### config.mk
export PLATFORM = sky130hd
export DESIGN_NAME = pixel_mem_ctrl_flat
export DESIGN_NICKNAME = d
export VERILOG_FILES = /design/src/rtl/pixel_pkg.sv /design/src/rtl/pixel_mem_ctrl_if.sv /design/src/rtl/win_addr_gen.sv /design/src/rtl/pixel_mem_ctrl.sv /design/src/flat_wrapper.sv
export SDC_FILE = /design/constraint.sdc
export NUM_CORES = 1
export LEC_CHECK = 0
export ABC_AREA = 1
export CELL_PAD_IN_SITES_DETAIL_PLACEMENT = 1
export CELL_PAD_IN_SITES_GLOBAL_PLACEMENT = 2
export CORE_MARGIN = 10
export CORE_UTILIZATION = 26
export CTS_CLUSTER_DIAMETER = 80
export DETAILED_ROUTE_END_ITERATION = 8
export PLACE_DENSITY = 0.88
export SYNTH_ARGS = -nofsm -noshare
export SYNTH_HDL_FRONTEND = slang
export SYNTH_HIERARCHICAL = 1
export SYNTH_SLANG_ARGS = --single-unit
### constraint.sdc
create_clock -name clk -period 2.2 [get_ports clk]
set_input_delay 0.55 -clock clk [delete_from_list [all_inputs] [get_ports clk]]
set_output_delay 0.55 -clock clk [all_outputs]
set_load 0.02 [all_outputs]
### src/rtl/pixel_pkg.sv
// Shared types, geometry and address packing for the pixel memory controller.
package pixel_pkg;

    localparam int unsigned IMG_W  = 32;
    localparam int unsigned IMG_H  = 32;
    localparam int unsigned NUM_CH = 3;
    localparam int unsigned K      = 3;
    localparam int unsigned OUT_W  = IMG_W - K + 1;
    localparam int unsigned OUT_H  = IMG_H - K + 1;

    localparam int unsigned COL_W  = 5;
    localparam int unsigned ROW_W  = 5;
    localparam int unsigned CH_W   = 2;
    localparam int unsigned KOFF_W = 2;
    localparam int unsigned TAP_W  = 4;
    localparam int unsigned ADDR_W = 16;
    localparam int unsigned DATA_W = 16;

    localparam int unsigned CH_LSB  = 10;
    localparam int unsigned ROW_LSB = 5;

    localparam logic [CH_W-1:0] RED   = 2'b00;
    localparam logic [CH_W-1:0] GREEN = 2'b01;
    localparam logic [CH_W-1:0] BLUE  = 2'b10;

    typedef enum logic [1:0] {
        IDLE,
        LOAD,
        CONV
    } state_t;

    // Sideband that travels with each tap through the read-latency stage.
    typedef struct packed {
        logic [TAP_W-1:0] tap_idx;
        logic [ROW_W-1:0] out_row;
        logic [COL_W-1:0] out_col;
        logic             win_last;
        logic             frame_last;
    } tap_info_t;

    function automatic logic [ADDR_W-1:0] pack_pixel_addr(
        input logic [CH_W-1:0]  ch,
        input logic [ROW_W-1:0] row,
        input logic [COL_W-1:0] col
    );
        logic [ADDR_W-1:0] a;
        a = '0;
        a[CH_LSB +: CH_W]   = ch;
        a[ROW_LSB +: ROW_W] = row;
        a[0 +: COL_W]       = col;
        return a;
    endfunction

endpackage

### src/rtl/pixel_mem_ctrl_if.sv
// Control, pixel-stream, memory-port and tap-sideband signals of the controller.
interface pixel_mem_ctrl_if;
    import pixel_pkg::*;

    logic              start_load;
    logic              start_conv;
    logic              in_valid;
    logic [DATA_W-1:0] in_data;
    logic              in_ready;
    logic              write_pixel_signal;
    logic [ADDR_W-1:0] write_pixel_addr;
    logic [DATA_W-1:0] write_pixel_data;
    logic              read_pixel_signal;
    logic [ADDR_W-1:0] read_pixel_addr;
    logic              out_ready;
    logic              tap_valid;
    logic [TAP_W-1:0]  tap_idx;
    logic [ROW_W-1:0]  out_row;
    logic [COL_W-1:0]  out_col;
    logic              win_last;
    logic              frame_last;
    logic              busy;
    logic              done;

    modport slave (
        input  start_load, start_conv, in_valid, in_data, out_ready,
        output in_ready, write_pixel_signal, write_pixel_addr, write_pixel_data,
               read_pixel_signal, read_pixel_addr, tap_valid, tap_idx,
               out_row, out_col, win_last, frame_last, busy, done
    );

    modport master (
        output start_load, start_conv, in_valid, in_data, out_ready,
        input  in_ready, write_pixel_signal, write_pixel_addr, write_pixel_data,
               read_pixel_signal, read_pixel_addr, tap_valid, tap_idx,
               out_row, out_col, win_last, frame_last, busy, done
    );

endinterface

### src/rtl/win_addr_gen.sv
// 3x3 valid-window scan counters (dx, dy, ox, oy innermost first) and read address.
module win_addr_gen
    import pixel_pkg::*;
(
    input  logic              clk,
    input  logic              rst,
    input  logic              clr,
    input  logic              advance,
    output logic [ADDR_W-1:0] rd_addr,
    output tap_info_t         info
);

    localparam logic [KOFF_W-1:0] K_LAST  = KOFF_W'(K - 1);
    localparam logic [COL_W-1:0]  OX_LAST = COL_W'(OUT_W - 1);
    localparam logic [ROW_W-1:0]  OY_LAST = ROW_W'(OUT_H - 1);

    logic [KOFF_W-1:0] dx_q, dy_q;
    logic [COL_W-1:0]  ox_q;
    logic [ROW_W-1:0]  oy_q;
    logic              dx_wrap, dy_wrap, ox_wrap, oy_wrap;
    logic [ROW_W-1:0]  row_sum;
    logic [COL_W-1:0]  col_sum;

    assign dx_wrap = (dx_q == K_LAST);
    assign dy_wrap = (dy_q == K_LAST);
    assign ox_wrap = (ox_q == OX_LAST);
    assign oy_wrap = (oy_q == OY_LAST);

    always_ff @(posedge clk or posedge rst) begin
        if (rst) begin
            dx_q <= '0;
            dy_q <= '0;
            ox_q <= '0;
            oy_q <= '0;
        end else if (clr) begin
            dx_q <= '0;
            dy_q <= '0;
            ox_q <= '0;
            oy_q <= '0;
        end else if (advance) begin
            if (!dx_wrap) begin
                dx_q <= dx_q + KOFF_W'(1);
            end else begin
                dx_q <= '0;
                if (!dy_wrap) begin
                    dy_q <= dy_q + KOFF_W'(1);
                end else begin
                    dy_q <= '0;
                    if (!ox_wrap) begin
                        ox_q <= ox_q + COL_W'(1);
                    end else begin
                        ox_q <= '0;
                        oy_q <= oy_wrap ? '0 : oy_q + ROW_W'(1);
                    end
                end
            end
        end
    end

    // Valid-window geometry keeps these 5-bit sums inside the image.
    assign row_sum = oy_q + ROW_W'(dy_q);
    assign col_sum = ox_q + COL_W'(dx_q);

    always_comb begin
        assert ((6'(oy_q) + 6'(dy_q)) <= 6'd31);
        assert ((6'(ox_q) + 6'(dx_q)) <= 6'd31);
    end

    assign rd_addr         = pack_pixel_addr(RED, row_sum, col_sum);
    assign info.tap_idx    = TAP_W'(dy_q) * TAP_W'(3) + TAP_W'(dx_q);
    assign info.out_row    = oy_q;
    assign info.out_col    = ox_q;
    assign info.win_last   = dx_wrap & dy_wrap;
    assign info.frame_last = dx_wrap & dy_wrap & ox_wrap & oy_wrap;

endmodule

### src/rtl/pixel_mem_ctrl.sv
// Sequencer owning both ports of the pixel memory: image load (write) and
// 3x3 window scan (read) with a one-cycle sideband stage matching read latency.
module pixel_mem_ctrl
    import pixel_pkg::*;
(
    input  logic              clk,
    input  logic              rst,
    pixel_mem_ctrl_if.slave   bus
);

    localparam logic [COL_W-1:0] COL_LAST = COL_W'(IMG_W - 1);
    localparam logic [ROW_W-1:0] ROW_LAST = ROW_W'(IMG_H - 1);
    localparam logic [CH_W-1:0]  CH_LAST  = CH_W'(NUM_CH - 1);

    state_t            state_q, state_d;
    logic [COL_W-1:0]  col_q;
    logic [ROW_W-1:0]  row_q;
    logic [CH_W-1:0]   ch_q;
    logic              beat, load_clr, gen_clr, issue, done_d;
    logic [ADDR_W-1:0] gen_addr;
    tap_info_t         gen_info, tap_q;
    logic              tap_valid_q, done_q;

    win_addr_gen u_win_addr_gen (
        .clk     (clk),
        .rst     (rst),
        .clr     (gen_clr),
        .advance (issue),
        .rd_addr (gen_addr),
        .info    (gen_info)
    );

    always_ff @(posedge clk or posedge rst) begin
        if (rst) state_q <= IDLE;
        else     state_q <= state_d;
    end

    // Next state plus the combinational write/read strobes of the current cycle.
    always_comb begin
        state_d  = state_q;
        beat     = 1'b0;
        load_clr = 1'b0;
        gen_clr  = 1'b0;
        issue    = 1'b0;
        done_d   = 1'b0;
        case (state_q)
            IDLE: begin
                if (bus.start_load) begin
                    state_d  = LOAD;
                    load_clr = 1'b1;
                end else if (bus.start_conv) begin
                    state_d = CONV;
                    gen_clr = 1'b1;
                end
            end
            LOAD: begin
                beat = bus.in_valid;
                if (beat && ch_q == CH_LAST && row_q == ROW_LAST && col_q == COL_LAST) begin
                    state_d = IDLE;
                    done_d  = 1'b1;
                end
            end
            CONV: begin
                issue = bus.out_ready;
                if (issue && gen_info.frame_last) begin
                    state_d = IDLE;
                    done_d  = 1'b1;
                end
            end
            default: state_d = IDLE;
        endcase
    end

    // Load position, col -> row -> ch; wraps to zero after the final beat.
    always_ff @(posedge clk or posedge rst) begin
        if (rst) begin
            col_q <= '0;
            row_q <= '0;
            ch_q  <= '0;
        end else if (load_clr) begin
            col_q <= '0;
            row_q <= '0;
            ch_q  <= '0;
        end else if (beat) begin
            col_q <= col_q + COL_W'(1);
            if (col_q == COL_LAST) begin
                row_q <= row_q + ROW_W'(1);
                if (row_q == ROW_LAST) begin
                    ch_q <= (ch_q == CH_LAST) ? '0 : ch_q + CH_W'(1);
                end
            end
        end
    end

    always_ff @(posedge clk or posedge rst) begin
        if (rst) begin
            tap_valid_q <= 1'b0;
            tap_q       <= '0;
            done_q      <= 1'b0;
        end else begin
            tap_valid_q <= issue;
            tap_q       <= issue ? gen_info : '0;
            done_q      <= done_d;
        end
    end

    assign bus.in_ready           = (state_q == LOAD);
    assign bus.write_pixel_signal = beat;
    assign bus.write_pixel_addr   = beat ? pack_pixel_addr(ch_q, row_q, col_q) : '0;
    assign bus.write_pixel_data   = beat ? bus.in_data : '0;
    assign bus.read_pixel_signal  = issue;
    assign bus.read_pixel_addr    = issue ? gen_addr : '0;
    assign bus.tap_valid          = tap_valid_q;
    assign bus.tap_idx            = tap_q.tap_idx;
    assign bus.out_row            = tap_q.out_row;
    assign bus.out_col            = tap_q.out_col;
    assign bus.win_last           = tap_q.win_last;
    assign bus.frame_last         = tap_q.frame_last;
    assign bus.busy               = (state_q != IDLE);
    assign bus.done               = done_q;

endmodule

### src/flat_wrapper.sv
// flat-port wrapper written by rule: the top's interface ports become plain ports
module pixel_mem_ctrl_flat import pixel_pkg::*;
  (clk, rst, bus_start_load, bus_start_conv, bus_in_valid, bus_in_data, bus_out_ready, bus_in_ready, bus_write_pixel_signal, bus_write_pixel_addr, bus_write_pixel_data, bus_read_pixel_signal, bus_read_pixel_addr, bus_tap_valid, bus_tap_idx, bus_out_row, bus_out_col, bus_win_last, bus_frame_last, bus_busy, bus_done);
  pixel_mem_ctrl_if bus_i ();
  input  logic clk;
  input  logic rst;
  input wire logic [$bits(bus_i.start_load)-1:0] bus_start_load;
  input wire logic [$bits(bus_i.start_conv)-1:0] bus_start_conv;
  input wire logic [$bits(bus_i.in_valid)-1:0] bus_in_valid;
  input wire logic [$bits(bus_i.in_data)-1:0] bus_in_data;
  input wire logic [$bits(bus_i.out_ready)-1:0] bus_out_ready;
  output wire logic [$bits(bus_i.in_ready)-1:0] bus_in_ready;
  output wire logic [$bits(bus_i.write_pixel_signal)-1:0] bus_write_pixel_signal;
  output wire logic [$bits(bus_i.write_pixel_addr)-1:0] bus_write_pixel_addr;
  output wire logic [$bits(bus_i.write_pixel_data)-1:0] bus_write_pixel_data;
  output wire logic [$bits(bus_i.read_pixel_signal)-1:0] bus_read_pixel_signal;
  output wire logic [$bits(bus_i.read_pixel_addr)-1:0] bus_read_pixel_addr;
  output wire logic [$bits(bus_i.tap_valid)-1:0] bus_tap_valid;
  output wire logic [$bits(bus_i.tap_idx)-1:0] bus_tap_idx;
  output wire logic [$bits(bus_i.out_row)-1:0] bus_out_row;
  output wire logic [$bits(bus_i.out_col)-1:0] bus_out_col;
  output wire logic [$bits(bus_i.win_last)-1:0] bus_win_last;
  output wire logic [$bits(bus_i.frame_last)-1:0] bus_frame_last;
  output wire logic [$bits(bus_i.busy)-1:0] bus_busy;
  output wire logic [$bits(bus_i.done)-1:0] bus_done;
  assign bus_i.start_load = bus_start_load;
  assign bus_i.start_conv = bus_start_conv;
  assign bus_i.in_valid = bus_in_valid;
  assign bus_i.in_data = bus_in_data;
  assign bus_i.out_ready = bus_out_ready;
  assign bus_in_ready = bus_i.in_ready;
  assign bus_write_pixel_signal = bus_i.write_pixel_signal;
  assign bus_write_pixel_addr = bus_i.write_pixel_addr;
  assign bus_write_pixel_data = bus_i.write_pixel_data;
  assign bus_read_pixel_signal = bus_i.read_pixel_signal;
  assign bus_read_pixel_addr = bus_i.read_pixel_addr;
  assign bus_tap_valid = bus_i.tap_valid;
  assign bus_tap_idx = bus_i.tap_idx;
  assign bus_out_row = bus_i.out_row;
  assign bus_out_col = bus_i.out_col;
  assign bus_win_last = bus_i.win_last;
  assign bus_frame_last = bus_i.frame_last;
  assign bus_busy = bus_i.busy;
  assign bus_done = bus_i.done;
  pixel_mem_ctrl u_core (.clk(clk), .rst(rst), .bus(bus_i));
endmodule
# After elaboration in Yosys (flattened, before gate mapping)
# Index checks and enable logic that the tools add are counted.
[classes] bitwise_logic=3 multipliers=1 reduce_logical=19 add_sub_neg=10 eq_ne=12 mux=47
[ops] op="$mux 5" n=16
[ops] op="$mux 16" n=2
[ops] op="$mux 2" n=16
[ops] op="$add 5x1->5 const B" n=4
[ops] op="$eq 5x5->1 const B" n=4
[ops] op="$reduce_bool 2->1" n=8
[ops] op="$mux 12" n=1
[ops] op="$add 5x2->5" n=2
[ops] op="$mux 10" n=1
[ops] op="$mux 1" n=9
[ops] op="$reduce_and 3->1" n=3
[ops] op="$eq 2x2->1 const B" n=4
[ops] op="$add 2x1->2 const B" n=3
[ops] op="$pmux 2 s3" n=1
[ops] op="$add 4x2->4" n=1
[ops] op="$logic_and 1x1->1" n=4
[ops] op="$mul 2x2->4 const B" n=1
[ops] op="$ne 2x1->1 const B" n=2
[ops] op="$reduce_and 2->1" n=2
[ops] op="$reduce_and 4->1" n=1
[ops] op="$and 1x1->1" n=3
[ops] op="$ne 3x3->1 const B" n=1
[ops] op="$eq 2x1->1 const B" n=1
[ops] op="$logic_not 2->1" n=1
[ops] op="$pmux 1 s2" n=1
[totals] word_cells=107 output_inout_bits=70 reg_bits=46 inputBits=22

# Depth between registers and ports, before layout
# Gate-level depths: netlist of the first run.
[depth] ltp_word=7 depth_mapped=11

# By module
# Netlist of the first run, hierarchy kept.
[modules_own_cells] module="pixel_mem_ctrl" area_each_um2=1879.3 cells_each=252 seq_area_each_um2=800.8 instances=1
[modules_own_cells] module="win_addr_gen" area_each_um2=1206.2 cells_each=146 seq_area_each_um2=350.3 instances=1

# Worst setup path after synthesis of the first run
# OpenSTA, ideal clock, no wires.
[synth_path] path_type="reg-to-output" start="register u_core.u_win_addr_gen.oy_q[0]" end="output port bus_read_pixel_addr[9]" setup_slack_ps=-12 arrival_ps=1662 stages_incl_launch_ff=8 cell_sequence="dfrtp_1 -> ha_1 -> inv_1 -> fa_1 -> nor2_1 -> xor2_1 -> inv_1 -> nor2_1"
[synth_via] elab_chain_len=2
[synth_lines] element="from (decl)" line="win_addr_gen.sv:19" rtl="logic [ROW_W-1:0] oy_q;"
[synth_lines] element="from (signal assigned)" line="win_addr_gen.sv:53" rtl="oy_q <= oy_wrap ? '0 : oy_q + ROW_W'(1);"
[synth_lines] element="$add 5x2->5" line="win_addr_gen.sv:61" rtl="assign row_sum = oy_q + ROW_W'(dy_q);"
[synth_lines] element="via u_core.gen_addr[9]" line="pixel_mem_ctrl.sv:20" rtl="logic [ADDR_W-1:0] gen_addr;"
[synth_lines] element="$mux 10" line="pixel_mem_ctrl.sv:112" rtl="assign bus.read_pixel_addr = issue ? gen_addr : '0;"
[synth_lines] element="to (decl)" line="flat_wrapper.sv:17" rtl="output wire logic [$bits(bus_i.read_pixel_addr)-1:0] bus_read_pixel_addr;"
# The timed path passes the listed nets, and every way through them passes these cells.

# Worst setup path after layout of the first run
[layout_path] start="register u_core.u_win_addr_gen.dy_q[0]" end="output port bus_read_pixel_addr[9]"
[layout_via] elab_chain_len=2
[layout_lines] element="from (decl)" line="win_addr_gen.sv:17" rtl="logic [KOFF_W-1:0] dx_q, dy_q;"
[layout_lines] element="from (signal assigned)" line="win_addr_gen.sv:46" rtl="dy_q <= dy_q + KOFF_W'(1);"
[layout_lines] element="$add 5x2->5" line="win_addr_gen.sv:61"
[layout_lines] element="via u_core.gen_addr[9]" line="pixel_mem_ctrl.sv:20"
[layout_lines] element="$mux 10" line="pixel_mem_ctrl.sv:112"
# The timed path passes the listed nets, and every way through them passes these cells.

==> summary.txt, run 1 <==
Setup path
  – Most used cell, CP: nor2_2
  – Setup CP Type: register to output pin
  – Worst Setup Start Kind: register
  – R2R Path End: u_core/bus.tap_idx[2]
  – CP Cell Sequence: ha_2, inv_2, fa_2, nor2_2, xor2_1, inv_1, nor2_2, buf_6
  – Critical Path RT: around 1.7 ns
  – Crit path max fanout: 2
  – Crit path max-delay family: adder cells
  – Worst Setup End Kind: output pin
  – R2R setup slack: 0.18 ns
  – CP Data Arrival Time: roughly 1.8 ns
  – Slowest-stage cell, CP: dfrtp_1
  – Buf/Inv on CP: 3
  – Largest stage delay, worst path: between 0.3 and 0.4 ns
  – Worst r2r src: u_core/u_win_addr_gen/dy_q[1]
  – FF-to-FF path depth: 7
  – Levels on crit path: 8

GRT
  – Vias in the first global route: 2988
  – Largest net degree at the start of global routing: 33
  – First-pass GRT wire length: 15300 um
  – Gr usage total: 0.112
  – Initial antenna violation count: 0
  – Grt ovf: 0

Min path
  – Hold depth: 2
  – Hold Path Sink: u_core/ch_q[0]
  – Type of the tightest min-delay check: register to register
  – Hold path start: u_core/ch_q[0]

Logic synthesis
  – Multiplexer area fraction after synthesis: 0
  – Synth Instances: between 300 and 400
  – Syn Area/Cell: ~7.8 um^2
  – Synth Area in Compound Gates: 0.0576
  – Largest family of logic cells by synthesized area: simple AND/OR/NAND/NOR gates
  – Adder-Cell Fraction of Synth Area: 0.107
  – Post-Synth Simple-Gate Area: 0.275
  – Ys Warns: 6
  – Register area share after synthesis: 0.373
  – Post-Synth XOR/XNOR Area: 0.0199
  – Post-synthesis cell type count: 33
  – Post-synthesis register bit count: between 40 and 50
  – Mapped Area: around 3100 um^2

Timing
  – Fin. max-slew vios: 0
  – Setup violators final: 7
  – Tightest Pin Transition: about 0.62 ns
  – TNS Setup: -0.802 ns
  – Setup ws final: -0.175 ns
  – Max_slew headroom: 0.589
  – Minimum clock period: around 2.4 ns
  – RSZ-0062 raised after global routing: yes
  – Layout Skew: ~0.0055 ns
  – Maximum clock frequency: around 420 MHz
  – Final Hold Vio Count: 0
  – Ratio of final minimum period to clock period: 1.08

Die
  – I/O pin count: a little over 90
  – Die Width: 129 um
  – FP Rows: 39
  – Starting Density: 0.268
  – Core area: 11500 um^2
  – Die height: between 100 and 150 um
  – Die area: approximately 17000 um^2

Placement
  – Final RePlAce weighted congestion: between 0.7 and 0.8
  – Port bufs: 81
  – Post-DP HPWL: around 7600 um
  – Placed Area: between 4000 and 5000 um^2
  – Dpl cells: between 600 and 700

Cells and area
  – Most frequent cells in the layout: inv_1 (85), nor2_1 (62), buf_4 (50), nand2_1 (48), dfrtp_1 (46)
  – Antenna Cells: 0
  – Fill cell count: around 1400
  – Final instance area: around 4500 um^2
  – Synth-to-Final Area Change: 45.5%
  – Finished Layout Cells: 667
  – Final nets: ~570
  – Most common cell after layout, fill and taps aside: inv_1
  – Fraction of layout cells with a size suffix above 1: 0.284

Clock network
  – Worst-path clk slew: roughly 0.07 ns
  – TritonCTS Buffers: 5
  – Clk Latency, worst-skew pair: around 0.29 ns
  – Clock buffer depth: 2
  – CTS tree: done
  – Clock Sinks: between 40 and 50
  – Htree depth: 2
  – Clock root buffer: clkbuf_16

Power
  – Flop pwr share: 0.277
  – Combinational Power Share: 0.528
  – Power Dens Cells: between 800 and 900 nW/um^2
  – Sw frac: 0.409
  – P_leak: about 2.4 nW
  – Int Power: between 0.002 and 0.0025 W
  – Psw: roughly 0.0016 W
  – Clk pwr share: 0.195
  – VDD IR max: ~0.00036 V

Detailed routing
  – Detailed Routing Iterations Pass 1: 4
  – Total wire length: roughly 9700 um
  – 1st-iter DRT viols: 110
  – Avg Vias per Cell: around 4.4
  – DR DRC count: 0
  – Post-route ant nets: 0
  – WL per Instance: 14.5 um
  – Vias: between 2000 and 3000

Run
  – Max-cap viol count: 0

Outcome
  – Outcome: finished with violations
  – Failing checks: negative setup slack
routing by layer:
layer / global-route usage / part of all wire / vias up
li1: - / - / 1425
met1: 0.137 / 0.43 / 1408
met2: 0.194 / 0.50 / 72
met3: 0.0329 / 0.061 / 10
met4: 0.0201 / 0.010 / 0
met5: 0 / 0 / -
worst min-delay path: stages, from the launching register on:
cell	delay [ns]
dfrtp_1	0.38
nand2_1	0.06
nand2_1	0.05
stage by stage:
step	utilization	hold slack [ns]	power (W)	setup slack [ns]
6_report	0.390	0.521	0.00388	-0.175
5_1_grt	0.390	0.556	0.00421	-0.278
4_1_cts	0.378	0.518	0.00378	-0.186
3_5_place_dp	0.373	0.502	0.00295	-0.451
3_3_place_gp	0.373	0.482	0.00285	-0.417
2_1_floorplan	-	0.439	0.00214	0.0458
kinds of logic (layout without fill, tap and decap cells):
| logic type | count (synthesis) | count (layout) |
|---|---|---|
| and+or+nand+nor | 173 | 173 |
| buffers and inverters | 115 | 233 |
| DFF | 46 | 46 |
| AOI/OAI and AO/OA | 31 | 31 |
| adders and majority gates | 24 | 24 |
| xor gates and xnor gates | 7 | 7 |
| other | 2 | 10 |
synthesized netlist by cell type:
cell | count | area share
o21ai_0 | 9 | 0.015
nor4_1 | 1 | 0.0020
buf_4 | 13 | 0.032
buf_8 | 1 | 0.0049
nor2_2 | 2 | 0.0041
clkbuf_1 | 2 | 0.0024
ha_1 | 20 | 0.081
nor3_1 | 3 | 0.0049
fa_1 | 4 | 0.026
xor2_1 | 5 | 0.014
nor3b_1 | 1 | 0.0024
nor2_8 | 1 | 0.0065
nand4_1 | 5 | 0.010
dfrtp_1 | 46 | 0.37
nand2_1 | 49 | 0.060
conb_1 | 2 | 0.0024
nor2_4 | 11 | 0.040
buf_6 | 2 | 0.0073
o21bai_1 | 1 | 0.0024
o21bai_2 | 1 | 0.0036
buf_1 | 1 | 0.0012
a21oi_1 | 9 | 0.015
buf_2 | 2 | 0.0032
nand3_1 | 26 | 0.042
inv_1 | 92 | 0.11
inv_2 | 2 | 0.0024
o21ai_2 | 3 | 0.0085
nor2_1 | 69 | 0.084
xnor2_1 | 2 | 0.0057
nand4_2 | 2 | 0.0081
nand2_4 | 3 | 0.011
o21ai_1 | 7 | 0.011
a21boi_1 | 1 | 0.0024
timing repair:
| item | CTS | global route |
|---|---|---|
| buffers inserted | 5 | 4 |
| gates resized for setup | 185 | 28 |
| gates cloned | 0 | 0 |
| hold endpoints to repair | 0 | 0 |
| hold buffers | 0 | 0 |
| endpoints found under the setup margin | 42 | 27 |
| pin swaps | 14 | 11 |
flip-flops by register name, summed over array words and instances, names as in the netlist, 4 cells and up:
name / flops
u_core/col_q: 5
u_core/row_q: 5
u_core/u_win_addr_gen/oy_q: 5
u_core/u_win_addr_gen/ox_q: 5
u_core/bus.out_col: 5
u_core/bus.tap_idx: 4
u_core/bus.out_row: 5
power groups by stage:
stage / clock, W / sequential, W / combinational (W)
3_5_place_dp: 0 / 0.00108 / 0.00187
4_1_cts: 0.000783 / 0.00107 / 0.00192
3_3_place_gp: 0 / 0.00107 / 0.00178
5_1_grt: 0.000824 / 0.00109 / 0.00230
2_1_floorplan: 0 / 0.00113 / 0.00101
6_report: 0.000756 / 0.00108 / 0.00205
worst max path at each step:
stage,start,endpoint
after floorplan,u_core/u_win_addr_gen/ox_q[0],bus_read_pixel_addr[4]
after global placement,bus_in_valid,bus_write_pixel_addr[4]
after detailed placement,bus_in_valid,bus_write_pixel_addr[7]
after CTS,u_core/u_win_addr_gen/dx_q[0],bus_read_pixel_addr[4]
after global routing,u_core/u_win_addr_gen/dx_q[0],bus_read_pixel_addr[4]
final,u_core/u_win_addr_gen/dy_q[0],bus_read_pixel_addr[9]
cell type report:
cell class | count | area [um^2] | share of cell area
Inverter | 94 | 353 | 0.0786
Clock inverter | 2 | 13.8 | 0.00307
Sequential cell | 46 | 1150 | 0.256
Tap cell | 143 | 179 | 0.0399
Clock buffer | 6 | 129 | 0.0287
Multi-Input combinational cell | 245 | 1570 | 0.349
Timing Repair Buffer | 131 | 1100 | 0.244
Note: power is estimated with default switching activity, not from simulation.
==> run 2: changes to the inputs <==
CORE_UTILIZATION = 28   (was 26)
PLACE_DENSITY = 0.93   (was 0.88)
clock period = 2.8 ns   (was 2.2 ns; I/O delays follow)
==> run 2 against run 1 <==
Against the previous run: the flow now finishes without violations; critical path type unchanged; highest routed layer unchanged; register-to-register slack improved by 0.60 ns; clock power decreased by 35%; wire length decreased by 6.9%; core utilization increased by 0.17 points; flip-flop and latch count unchanged; sequential share of layout area increased by 1.6 points; via count decreased by 6.4%; die area decreased by 6.0%; power decreased by 32%; non-clock buffer count decreased by 24.
==> summary.txt, run 2 (synthesis results as in run 1) <==
Outcome
  – Outcome: completed

Die
  – Die height: 125 um (-3.1%)
  – FP Rows: 38 (-2.6%)
  – I/O pin count: 92 (unchanged)
  – Starting Density: 0.286 (+0.0180)
  – Core area: 10800 um^2 (-6.3%)
  – Die area: 15600 um^2 (-6.0%)
  – Die Width: 125 um (-3.1%)

Timing
  – Final Hold Vio Count: 0 (unchanged)
  – Fin. max-slew vios: 0 (unchanged)
  – WHS: 0.506 ns (-0.0151 ns)
  – RSZ-0062 raised after global routing: no
  – Max_slew headroom: 0.577 (-0.0116)
  – Maximum clock frequency: 376 MHz
  – Setup violators final: 0 (-7)
  – TNS Setup: 0 ns (+0.802 ns)
  – Setup ws final: 0.140 ns (+0.316 ns)
  – Minimum clock period: between 2 and 3 ns
  – Ratio of final minimum period to clock period: 0.950
  – Tightest Pin Transition: 0.633 ns (+0.0174 ns)
  – Layout Skew: 0.00891 ns (+0.00342 ns)

Clock network
  – Clk Latency, worst-skew pair: 0.30 ns (about the same)
  – CTS tree: done
  – Clock buffer depth: 2 (unchanged)
  – Htree depth: 2 (unchanged)
  – TritonCTS Buffers: 5 (unchanged)
  – Clock Sinks: 46 (unchanged)
  – CTS Hold Bufs: 0 (unchanged)
  – Clock root buffer: clkbuf_8
  – Cts repair resizes: 47 (-75%)
  – Post-CTS Setup Inserts: 0 (-5)
  – Worst-path clk slew: 0.09 ns (+0.02 ns)

Power
  – VDD IR max: 0.000209 V (-42%)
  – P_leak: 2.27 nW (-4.0%)
  – Power Dens Cells: 627 nW/um^2 (-27%)

GRT
  – Initial antenna violation count: 0 (unchanged)
  – First-pass GRT wire length: 15300 um (-0.37%)
  – Grt ovf: 0 (unchanged)
  – Largest net degree at the start of global routing: 23 (-30%)
  – Gr usage total: 0.116 (+0.00323)
  – Vias in the first global route: 3072 (+2.8%)

Detailed routing
  – 1st-iter DRT viols: 81 (-26%)
  – Total wire length: 9020 um (-6.9%)
  – DR DRC count: 0 (unchanged)
  – Post-route ant nets: 0 (unchanged)
  – Vias: 2728 (-6.4%)
  – Avg Vias per Cell: 4.26 (-2.5%)
  – WL per Instance: 14.1 um (-3.0%)
  – Detailed Routing Iterations Pass 1: 4 (unchanged)

Cells and area
  – Fraction of layout cells with a size suffix above 1: 0.130 (-0.154)
  – Final nets: 545 (-4.2%)
  – Antenna Cells: 0 (unchanged)
  – Most frequent cells in the layout: inv_1 (92), nor2_1 (68), nand2_1 (49), dfrtp_1 (46), clkdlybuf4s50_1 (41)
  – Final Core Density: 0.391 (+0.00165)
  – Most common cell after layout, fill and taps aside: inv_1
  – Synth-to-Final Area Change: 36.9%

Placement
  – DP Worst Slack: -0.145 ns (+0.306 ns)
  – Port bufs: 81 (unchanged)
  – Post-DP HPWL: 7470 um (-1.1%)
  – Final RePlAce weighted congestion: 0.788 (-0.20%)

Setup path
  – R2R setup slack: 0.78 ns (+0.60 ns)
  – Critical Path RT: 2.10 ns (+0.45 ns)
  – Worst r2r src: u_core/u_win_addr_gen/dy_q[0]
  – Largest stage delay, worst path: 0.41 ns (+0.03 ns)
  – Slowest-stage cell, CP: fa_1
  – CP Cell Sequence: ha_1, inv_1, fa_1, nor2_1, xor2_1, inv_1, nor2_1, buf_2
  – CP Data Arrival Time: 1.96 ns (+0.13 ns)
  – Setup CP Type: register to output pin
  – Crit path max-delay family: adder cells
  – Crit path max fanout: 2 (unchanged)
  – R2R Path End: u_core/state_q[1]
  – Buf/Inv on CP: 3 (unchanged)
  – Worst Setup End Kind: output pin
  – FF-to-FF path depth: 12 (+5)
  – Worst Setup Start Kind: register

Min path
  – Type of the tightest min-delay check: register to register
  – Hold depth: 2 (unchanged)
  – Hold Path Sink: u_core/ch_q[0]
  – Hold path start: u_core/ch_q[0]

Run
  – Max-cap viol count: 0 (unchanged)
run 2: cell types whose count changed in the layout (fill, tap and decap cells not counted), moves of 4 or more:
cell,before,now
clkbuf_16,5,0
clkdlybuf4s50_1,37,41
inv_2,9,2
nor2_2,8,3
buf_6,9,0
inv_1,85,92
ha_1,15,20
buf_4,50,24
buf_2,27,2
nor2_1,62,68
dlygate4sd2_1,2,32
clkbuf_8,0,5
run 2: power breakdown:
group	switching [W]	internal [W]	leakage (nW)	total, W
Sequential	0.0000907	0.000762	0.630	0.000852
Combinational	0.000780	0.000523	1.59	0.00130
Clock	0.000227	0.000267	0.0524	0.000495
Total	0.00110	0.00155	2.27	0.00265
run 2: worst max path at each step:
stage | startpoint | to | slack, ns | cells after the start
after floorplan | u_core/u_win_addr_gen/oy_q[0] | bus_read_pixel_addr[9] | 0.44 | 7
after global placement | bus_in_valid | bus_write_pixel_addr[0] | -0.10 | 5
after detailed placement | bus_in_valid | bus_write_pixel_data[15] | -0.15 | 5
after CTS | u_core/u_win_addr_gen/dy_q[0] | bus_read_pixel_addr[7] | 0.02 | 8
after global routing | u_core/u_win_addr_gen/dy_q[0] | bus_read_pixel_addr[7] | 0.002 | 8
final | u_core/u_win_addr_gen/oy_q[0] | bus_read_pixel_addr[9] | 0.14 | 8
run 2: worst min-delay path: stages (launching register included):
cell     delay (ns)
dfrtp_1        0.37
nand2_1        0.06
nand2_1        0.05
run 2: final cells by class:
| class | instances | area [um^2] |
|---|---|---|
| Fill cell | 1348 | 6570 |
| Timing Repair Buffer | 107 | 978 |
| Clock buffer | 7 | 76.3 |
| Sequential cell | 46 | 1150 |
| Tap cell | 140 | 175 |
| Clock inverter | 1 | 30.0 |
| Multi-Input combinational cell | 245 | 1460 |
| Inverter | 94 | 353 |
run 2: per-layer routing:
metal | part of all wire | GRT usage
met1 | 0.42 | 0.127
met2 | 0.53 | 0.224
met3 | 0.042 | 0.0228
met4 | 0.0075 | 0.0210
met5 | 0 | 0
run 2: through the flow:
stage / power [W] / std cells / cell area, um^2
3_5_place_dp: 0.00223 / 632 / 4180
5_1_grt: 0.00290 / 640 / 4220
2_1_floorplan: 0.00168 / 406 / 3120
6_report: 0.00265 / 640 / 4220
4_1_cts: 0.00271 / 640 / 4230
3_3_place_gp: 0.00216 / 632 / 4180
==> run 3: changes to the inputs <==
CORE_MARGIN = not set   (was 10)
RECOVER_POWER = 50   (was not set)
SKIP_CTS_REPAIR_TIMING = 1   (was not set)
==> run 3 against run 2 <==
Against the previous run: non-clock buffer count grew 3; design area is 2.6% higher; via count is 1.4% higher; register-to-register slack worse by 0.09 ns; critical endpoint is now bus_write_pixel_addr[0].
==> summary.txt, run 3 (synthesis results as in run 1) <==
Outcome
  – Outcome: completed

Setup path
  – Worst Setup End Kind: output pin
  – Worst r2r src: u_core/u_win_addr_gen/dy_q[0]
  – FF-to-FF path depth: 12 (unchanged)
  – Worst Setup Start Kind: input port
  – CP Cell Sequence: dlygate4sd3_1, nand2_1, buf_4, nor2_2, dlymetal6s2s_1
  – Worst setup path end: bus_write_pixel_addr[0]
  – Critical Path RT: 2.10 ns (about the same)
  – CP Data Arrival Time: 1.95 ns (about the same)
  – Slowest-stage cell, CP: dlygate4sd3_1
  – Crit. Startpoint: bus_in_valid
  – Crit path max fanout: 5 (+3)
  – R2R Path End: u_core/state_q[0]
  – Setup CP Type: input port to output pin
  – Largest stage delay, worst path: 0.55 ns (+0.14 ns)
  – R2R setup slack: 0.69 ns (-0.09 ns)

Min path
  – Type of the tightest min-delay check: register to register

Cells and area
  – Final nets: 548 (+0.55%)
  – Most frequent cells in the layout: inv_1 (92), nor2_1 (69), nand2_1 (50), dfrtp_1 (46), dlymetal6s2s_1 (38)
  – Most common cell after layout, fill and taps aside: inv_1
  – Final instance area: 4340 um^2 (+2.6%)
  – Antenna Cells: 0 (unchanged)
  – Fraction of layout cells with a size suffix above 1: 0.119 (-0.0107)
  – Finished Layout Cells: 639 (-0.16%)
  – Synth-to-Final Area Change: 40.5%
  – Final Core Density: 0.413 (+0.0212)

Placement
  – Placed Area: 4180 um^2 (+0.12%)
  – Final RePlAce weighted congestion: 0.767 (-2.6%)
  – Post-DP HPWL: 6520 um (-13%)
  – Port bufs: 81 (unchanged)
  – Dpl cells: 631 (-0.16%)

Power
  – P_leak: 2.75 nW (+21%)
  – Power Dens Cells: 605 nW/um^2 (-3.6%)
  – VDD IR max: 0.000236 V (+13%)

Timing
  – WHS: 0.524 ns (+0.0174 ns)
  – Setup violators final: 0 (unchanged)
  – Tightest Pin Transition: 0.609 ns (-0.0241 ns)
  – Minimum clock period: 2.65 ns (-0.00595 ns)
  – Layout Skew: 0.0102 ns (+0.00130 ns)
  – RSZ-0062 raised after global routing: no
  – Final Hold Vio Count: 0 (unchanged)
  – Ratio of final minimum period to clock period: 0.948 (-0.00213)
  – Fin. max-slew vios: 0 (unchanged)
  – Maximum clock frequency: 377 MHz (+0.22%)
  – Max_slew headroom: 0.593 (+0.0161)

Clock network
  – Worst-path clk slew: 0.09 ns (about the same)
  – CTS tree: done
  – TritonCTS Buffers: 5 (unchanged)
  – Clock buffer depth: 2 (unchanged)
  – Clock root buffer: clkbuf_8
  – Htree depth: 2 (unchanged)
  – Clock Sinks: 46 (unchanged)
  – Clk Latency, worst-skew pair: 0.30 ns (about the same)

Die
  – I/O pin count: 92 (unchanged)
  – Die height: 107 um (-14%)
  – Die Width: 107 um (-14%)
  – Core area: 10500 um^2 (-2.6%)
  – FP Rows: 37 (-2.6%)
  – Die area: 11400 um^2 (-27%)
  – Starting Density: 0.294 (+0.00773)

GRT
  – Gr usage total: 0.147 (+0.0313)
  – Vias in the first global route: 2870 (-6.6%)
  – Initial antenna violation count: 0 (unchanged)
  – First-pass GRT wire length: 13400 um (-12%)
  – Largest net degree at the start of global routing: 21 (-8.7%)
  – Grt ovf: 0 (unchanged)

Detailed routing
  – WL per Instance: 12.9 um (-8.4%)
  – Total wire length: 8250 um (-8.6%)
  – Detailed Routing Iterations Pass 1: 4 (unchanged)
  – 1st-iter DRT viols: 69 (-15%)
  – DR DRC count: 0 (unchanged)
  – Post-route ant nets: 0 (unchanged)
  – Vias: 2766 (+1.4%)
  – Avg Vias per Cell: 4.33 (+1.6%)

Run
  – Max-cap viol count: 0 (unchanged)
## run 3: changes by cell type in the layout (fill, tap and decap cells not counted), sizes merged
| cell | before | now |
|---|---|---|
| bufinv | 1 | 0 |
| clkdlybuf4s15 | 1 | 0 |
| clkbuf | 10 | 15 |
| dlygate4sd2 | 32 | 0 |
| dlygate4sd3 | 0 | 4 |
| clkinv | 0 | 1 |
| buf | 29 | 23 |
| clkdlybuf4s50 | 41 | 37 |
| dlymetal6s2s | 1 | 38 |
## run 3: layout make-up
| class | instances | area, um^2 |
|---|---|---|
| clock inverters | 1 | 8.76 |
| clock buffers | 7 | 96.3 |
| multi-input cells | 245 | 1440 |
| fillers | 1275 | 6170 |
| well taps | 136 | 170 |
| repair buffers | 110 | 1120 |
| inverters | 94 | 353 |
| flip-flops and latches | 46 | 1150 |
## run 3: power by group
part / switching, W / internal, W / leakage, nW / total, W
Sequential: 0.0000827 / 0.000762 / 0.630 / 0.000845
Clock: 0.000233 / 0.000227 / 0.0544 / 0.000459
Combinational: 0.000787 / 0.000530 / 2.06 / 0.00132
Total: 0.00110 / 0.00152 / 2.75 / 0.00262
## run 3: stage by stage
step	setup WS, ns	total power (W)	setup TNS (ns)
2_1_floorplan	0.438	0.00168	0
3_3_place_gp	-0.103	0.00216	-2.76
3_5_place_dp	-0.127	0.00222	-3.08
4_1_cts	-0.358	0.00271	-4.38
5_1_grt	0.0189	0.00284	0
6_report	0.146	0.00262	0
## run 3: worst min-delay path by stage
stage | slack (ns) | endpoint | startpoint | cells past startpoint
after floorplan | 0.46 | u_core/ch_q[0] | u_core/ch_q[0] | 2
after global placement | 0.49 | u_core/state_q[1] | u_core/state_q[1] | 2
after detailed placement | 0.51 | u_core/state_q[1] | u_core/state_q[1] | 2
after CTS | 0.53 | u_core/state_q[1] | u_core/state_q[1] | 2
after global routing | 0.54 | u_core/ch_q[0] | u_core/ch_q[0] | 2
final | 0.52 | u_core/state_q[0] | u_core/state_q[0] | 2
## run 3: critical path: cells and delay by family
family / cells / cell delay [ns]
buffers and inverters: 3 / 1.00
and+or+nand+nor: 2 / 0.26
## run 3: metal layers
| layer | up-vias | track usage | wire length [um] |
|---|---|---|---|
| met5 | - | 0 | 0 |
| met4 | 0 | 0.0362 | 74 |
| met3 | 6 | 0.0255 | 394 |
| met2 | 66 | 0.272 | 4300 |
| met1 | 1324 | 0.175 | 3480 |
| li1 | 1370 | - | - |
